[config.mk]
export PLATFORM = sky130hd
export DESIGN_NAME = trigger_event_gen
export DESIGN_NICKNAME = d
export VERILOG_FILES = /design/src/rtl/trigger_event_gen.sv
export SDC_FILE = /design/constraint.sdc
export NUM_CORES = 1
export LEC_CHECK = 0
export CAP_MARGIN = 20
export CORE_UTILIZATION = 47
export CTS_CLUSTER_DIAMETER = 150
export DETAILED_ROUTE_END_ITERATION = 6
export GPL_ROUTABILITY_DRIVEN = 0
export MAX_ROUTING_LAYER = met4
export PLACE_DENSITY = 0.76
export SLEW_MARGIN = 20
export SYNTH_ARGS = -nofsm -noshare
export SYNTH_HDL_FRONTEND = slang
export SYNTH_SLANG_ARGS = --single-unit
[constraint.sdc]
create_clock -name i_sys_clk -period 2.9 [get_ports i_sys_clk]
set_input_delay 0.58 -clock i_sys_clk [delete_from_list [all_inputs] [get_ports i_sys_clk]]
set_output_delay 0.58 -clock i_sys_clk [all_outputs]
set_load 0.02 [all_outputs]
[src/rtl/trigger_event_gen.sv]
// Counter event detector feeding a TriggerOut endpoint: threshold crossings, wraps and
// changes become one-cycle pulses, with a sticky status word and a saturating event tally.
module trigger_event_gen #(
  parameter bit ONESHOT = 1'b0
) (
  input  logic        i_sys_clk,
  input  logic        i_reset,
  input  logic [31:0] i_count_in,
  input  logic [31:0] i_threshold_hi,
  input  logic [31:0] i_threshold_lo,
  input  logic        i_arm,
  input  logic        i_disarm,
  input  logic        i_clear,
  output logic [15:0] o_trig_out,
  output logic [15:0] o_status,
  output logic [15:0] o_event_count,
  output logic        o_armed
);

  typedef enum logic [1:0] {
    S_IDLE,
    S_PRIME,
    S_ARMED
  } state_t;

  state_t      r_state;
  state_t      w_state_next;
  logic [31:0] r_cur;
  logic [31:0] r_prev;
  logic [15:0] r_trig;
  logic [15:0] r_status;
  logic [15:0] r_count;
  logic [15:0] w_events;
  logic        w_detect;
  logic        w_any_event;

  always_ff @(posedge i_sys_clk) begin
    if (i_reset) begin
      r_cur  <= '0;
      r_prev <= '0;
    end else begin
      r_cur  <= i_count_in;
      r_prev <= r_cur;
    end
  end

  // A disarm in the same cycle suppresses the comparison evaluated at that edge.
  assign w_detect = (r_state == S_ARMED) && !i_disarm;

  always_comb begin
    w_events = '0;
    if (w_detect) begin
      w_events[0] = (r_prev <= i_threshold_hi) && (r_cur > i_threshold_hi);
      w_events[1] = (r_prev >= i_threshold_lo) && (r_cur < i_threshold_lo);
      w_events[2] = (r_prev == 32'hFFFF_FFFF) && (r_cur == 32'h0000_0000);
      w_events[3] = (r_prev == 32'h0000_0000) && (r_cur == 32'hFFFF_FFFF);
      w_events[4] = (r_cur != r_prev);
    end
  end

  assign w_any_event = |w_events;

  always_comb begin
    w_state_next = r_state;
    case (r_state)
      S_IDLE: begin
        if (i_arm && !i_disarm) w_state_next = S_PRIME;
      end
      S_PRIME: begin
        w_state_next = i_disarm ? S_IDLE : S_ARMED;
      end
      S_ARMED: begin
        if (i_disarm) w_state_next = S_IDLE;
        else if (ONESHOT && (|w_events[1:0])) w_state_next = S_IDLE;
      end
      default: w_state_next = S_IDLE;
    endcase
  end

  always_ff @(posedge i_sys_clk) begin
    if (i_reset) r_state <= S_IDLE;
    else         r_state <= w_state_next;
  end

  // An event coinciding with clear wins: status restarts from the new bits, tally from 1.
  always_ff @(posedge i_sys_clk) begin
    if (i_reset) begin
      r_trig   <= '0;
      r_status <= '0;
      r_count  <= '0;
    end else begin
      r_trig   <= w_events;
      r_status <= (i_clear ? 16'h0000 : r_status) | w_events;
      if (w_any_event) begin
        if (i_clear)                   r_count <= 16'd1;
        else if (r_count != 16'hFFFF)  r_count <= r_count + 16'd1;
      end else if (i_clear) begin
        r_count <= '0;
      end
    end
  end

  assign o_trig_out    = r_trig;
  assign o_status      = r_status;
  assign o_event_count = r_count;
  assign o_armed       = (r_state == S_ARMED);

endmodule
==> run summary <==
Total GRT Usage - 33.2%
Synth top area share - 27.6%
Drt total wl - 23700 um
Skew-Pair Late Insertion Delay - 0.36 ns
Vias - 7057
Slowest-stage cell, CP - or4_4
DRC Markers - 0
Number of synthesized flops with an enable pin - 0
Final setup fails - 13
# H-tree levels - 3
Top cells by area, synth - dfxtp_1, ha_1, nor2b_1
Pleak - 4.70 nW
FF+latch count, synth - 92
Failing checks - negative setup slack
Clk pin slew, worst setup/hold paths - 0.07 ns
WP data required - 3.14 ns
Peak Freq - 330 MHz
Worst slew margin - 55.1%
Total power - 0.00356 W
Core footprint - 0.0139 mm^2
Crit path max-delay family - simple AND/OR/NAND/NOR gates
DR iter-0 viols - 758
Die area - 0.0147 mm^2
Max clock buf depth - 2
Met1 GRT Util - 36.3%
Clk_skew - 0.00973 ns
Critical path buffers and inverters - 4
CP endpoint kind - flop
Setup WS pre-CTS - -0.791 ns
Met2 usage - 56.6%
Final nets - 1271
# hold bufs at CTS - 0
Root Buffer - clkbuf_16
Post-DRT Antenna Nets - 0
GR Overflow Total - 0
Post-DR vias/cell - 5.75
Most used routing layer - met2
Tmin final - 3.03 ns
CP Cell Sequence - dlygate4sd2_1, inv_1, ha_1, and3_4, buf_6, nand4_1, or4_4, o21ai_2, nor3_4, o21ai_4, buf_12, mux2i_1, nor2_1
Pwr dens - 333 mW/mm^2
Max-cap violation count - 0
Routed WL per cell - 19.3 um
TritonCTS sink count - 92
Post-synthesis cell area - 0.00667 mm^2
Largest net degree at the start of global routing - 38
Starting Density - 48.1%
Status - finished with violations
N_diodes - 0
Seq/Total Area, Yosys - 27.6%
Layout area overhead - 60.3%
Die Y - 121 um
Final Hold Fails - 0
WP data arrival - 3.27 ns
Ys flop type - dfxtp_1
Mapped Cells - 760
WS Path Type - primary input to flop
Initial antenna violation count - 0
Period utilization - 105%
Setup ws final - -0.134 ns
Synth warn - 0
Hold WC Path Type - flop to flop
Dpl hpwl - 15700 um
Setup crit start kind - primary input
RSZ-0062 raised after global routing - true
Leading area contributor after synthesis - dfxtp_1
Post-synthesis cell type count - 60
Mean post-synth cell area - 8.78 um^2
I/O pin cnt - 150
Async set-or-reset flop fraction in the synthesized netlist - 0%
Cell Rows - 43
Port bufs - 127
Worst Path Max Fanout - 6
Max-slew violations - 0
CTS tree - done
Peak supply drop - 0.338 mV
CTS Buf Count - 9
Met3 Resource Use GR - 7.10%
Delay of the slowest cell on the worst path - 0.58 ns
Fraction of layout cells with a size suffix above 1 - 37.9%
Vias in the first global route - 7221
DRT Pass-1 Iters - 6
Die span in x - 121 um
First-pass GRT wire length - 36500 um
Slew @ Worst Pin - 0.667 ns
-- kinds of logic after synthesis --
logic type	Yosys count	share of synthesized area, %
AO/OA/AOI/OAI	138	13.2
XOR/XNOR	35	4.59
adder cells (fa/ha/maj)	128	24.0
buffers and inverters	103	7.31
flip-flops	92	27.6
multiplexers	1	0.150
other	1	0.0562
AND/OR/NAND/NOR	262	23.0
-- layout by cell type (no fill, tap or decap), types with 4 or more instances in the layout --
master           synthesis  layout
inv_2                    0      55
dfxtp_2                  0       8
buf_2                    0       9
buf_6                    1       9
a21oi_1                 59      39
buf_4                   22     145
nand2_1                 33      29
o21ai_2                  1       7
nand2_2                  0       4
o21ai_1                  9      10
ha_2                     0       4
nor2_1                  19      17
nand3_1                 21      20
or4_4                    0       5
a21o_1                  13      13
nor3_1                  12       9
dfxtp_1                 92      84
clkdlybuf4s15_1          0       9
ha_1                   128      58
clkbuf_16                0       9
conb_1                   1      22
clkbuf_2                 0       5
nor4_1                  25      24
clkdlybuf4s50_1          0      63
nor2b_1                 68      67
xor2_1                  34      34
o211ai_1                 5       5
ha_4                     0      66
or3_1                    6       4
nand4_1                 42      42
o31ai_1                  5       4
dlygate4sd2_1            0      39
a21oi_2                  1      20
o21ai_0                 17       8
and3_1                   6       4
clkinvlp_4               0       4
inv_1                   68      13
-- report_power, final --
part           internal, W  switching [W]
registers          0.00131      0.0000641
logic             0.000509       0.000488
clock network     0.000667       0.000528
total              0.00248        0.00108
-- cell type report --
class,count,area (um^2)
Sequential cell,92,1850
Inverter,68,255
Clock buffer,10,229
Multi-Input combinational cell,586,5620
Timing Repair Buffer,285,2450
Tap cell,180,225
Clock inverter,6,65.1
Fill cell,885,3180
-- per-layer routing --
| layer | vias to the layer above | share of wire, % |
|---|---|---|
| li1 | 3289 | - |
| met1 | 3260 | 39 |
| met2 | 386 | 48 |
| met3 | 122 | 7.2 |
| met4 | 0 | 5.4 |
| met5 | - | 0 |
-- through the flow --
stage | hold slack [ns] | instance area, um^2 | TNS, ns | utilization, % | cells
2_1_floorplan | 0.480 | 6750 | 0 | - | 781
3_3_place_gp | 0.437 | 8990 | -11.34 | 64.8 | 1182
3_5_place_dp | 0.440 | 8990 | -11.83 | 64.8 | 1182
4_1_cts | 0.455 | 10500 | -0.356 | 75.7 | 1223
5_1_grt | 0.482 | 10700 | -1.98 | 77.1 | 1227
6_report | 0.454 | 10700 | -1.51 | 77.1 | 1227
-- timing repair --
action,4_1_cts,5_1_grt
cloned,3,0
endpoints found under the setup margin,16,16
buffers inserted,22,6
gates resized for setup,280,54
pin swaps,76,30
-- cell usage after synthesis (4+ instances only) --
cell and number:
ha_1 128, dfxtp_1 92, inv_1 68, nor2b_1 68, a21oi_1 59, nand4_1 42, xor2_1 34, nand2_1 33
nor4_1 25, buf_4 22, nand3_1 21, nor2_1 19, o21ai_0 17, a21o_1 13, nor3_1 12, clkbuf_1 9
o21ai_1 9, or4_1 8, and3_1 6, or3_1 6, a211oi_1 5, o211ai_1 5, o31ai_1 5, a31oi_1 4
-- state kept, by name, indices dropped and copies added (netlist names) --
signal         flops
o_event_count     16
o_trig_out         5
o_status           5
r_prev            32
r_cur             32
r_state            2
-- path summary, 6_finish.rpt --
path / start / to / slack (ns) / cells past startpoint
worst max-delay path: i_threshold_lo[26] / o_event_count[1] / -0.13 / 13
worst min-delay path: o_status[2] / o_status[2] / 0.45 / 1
worst max register to register: r_cur[5] / o_event_count[4] / -0.07 / 13
worst min register to register: o_status[2] / o_status[2] / 0.45 / 1
No activity file was read; power rests on OpenSTA's default activity.
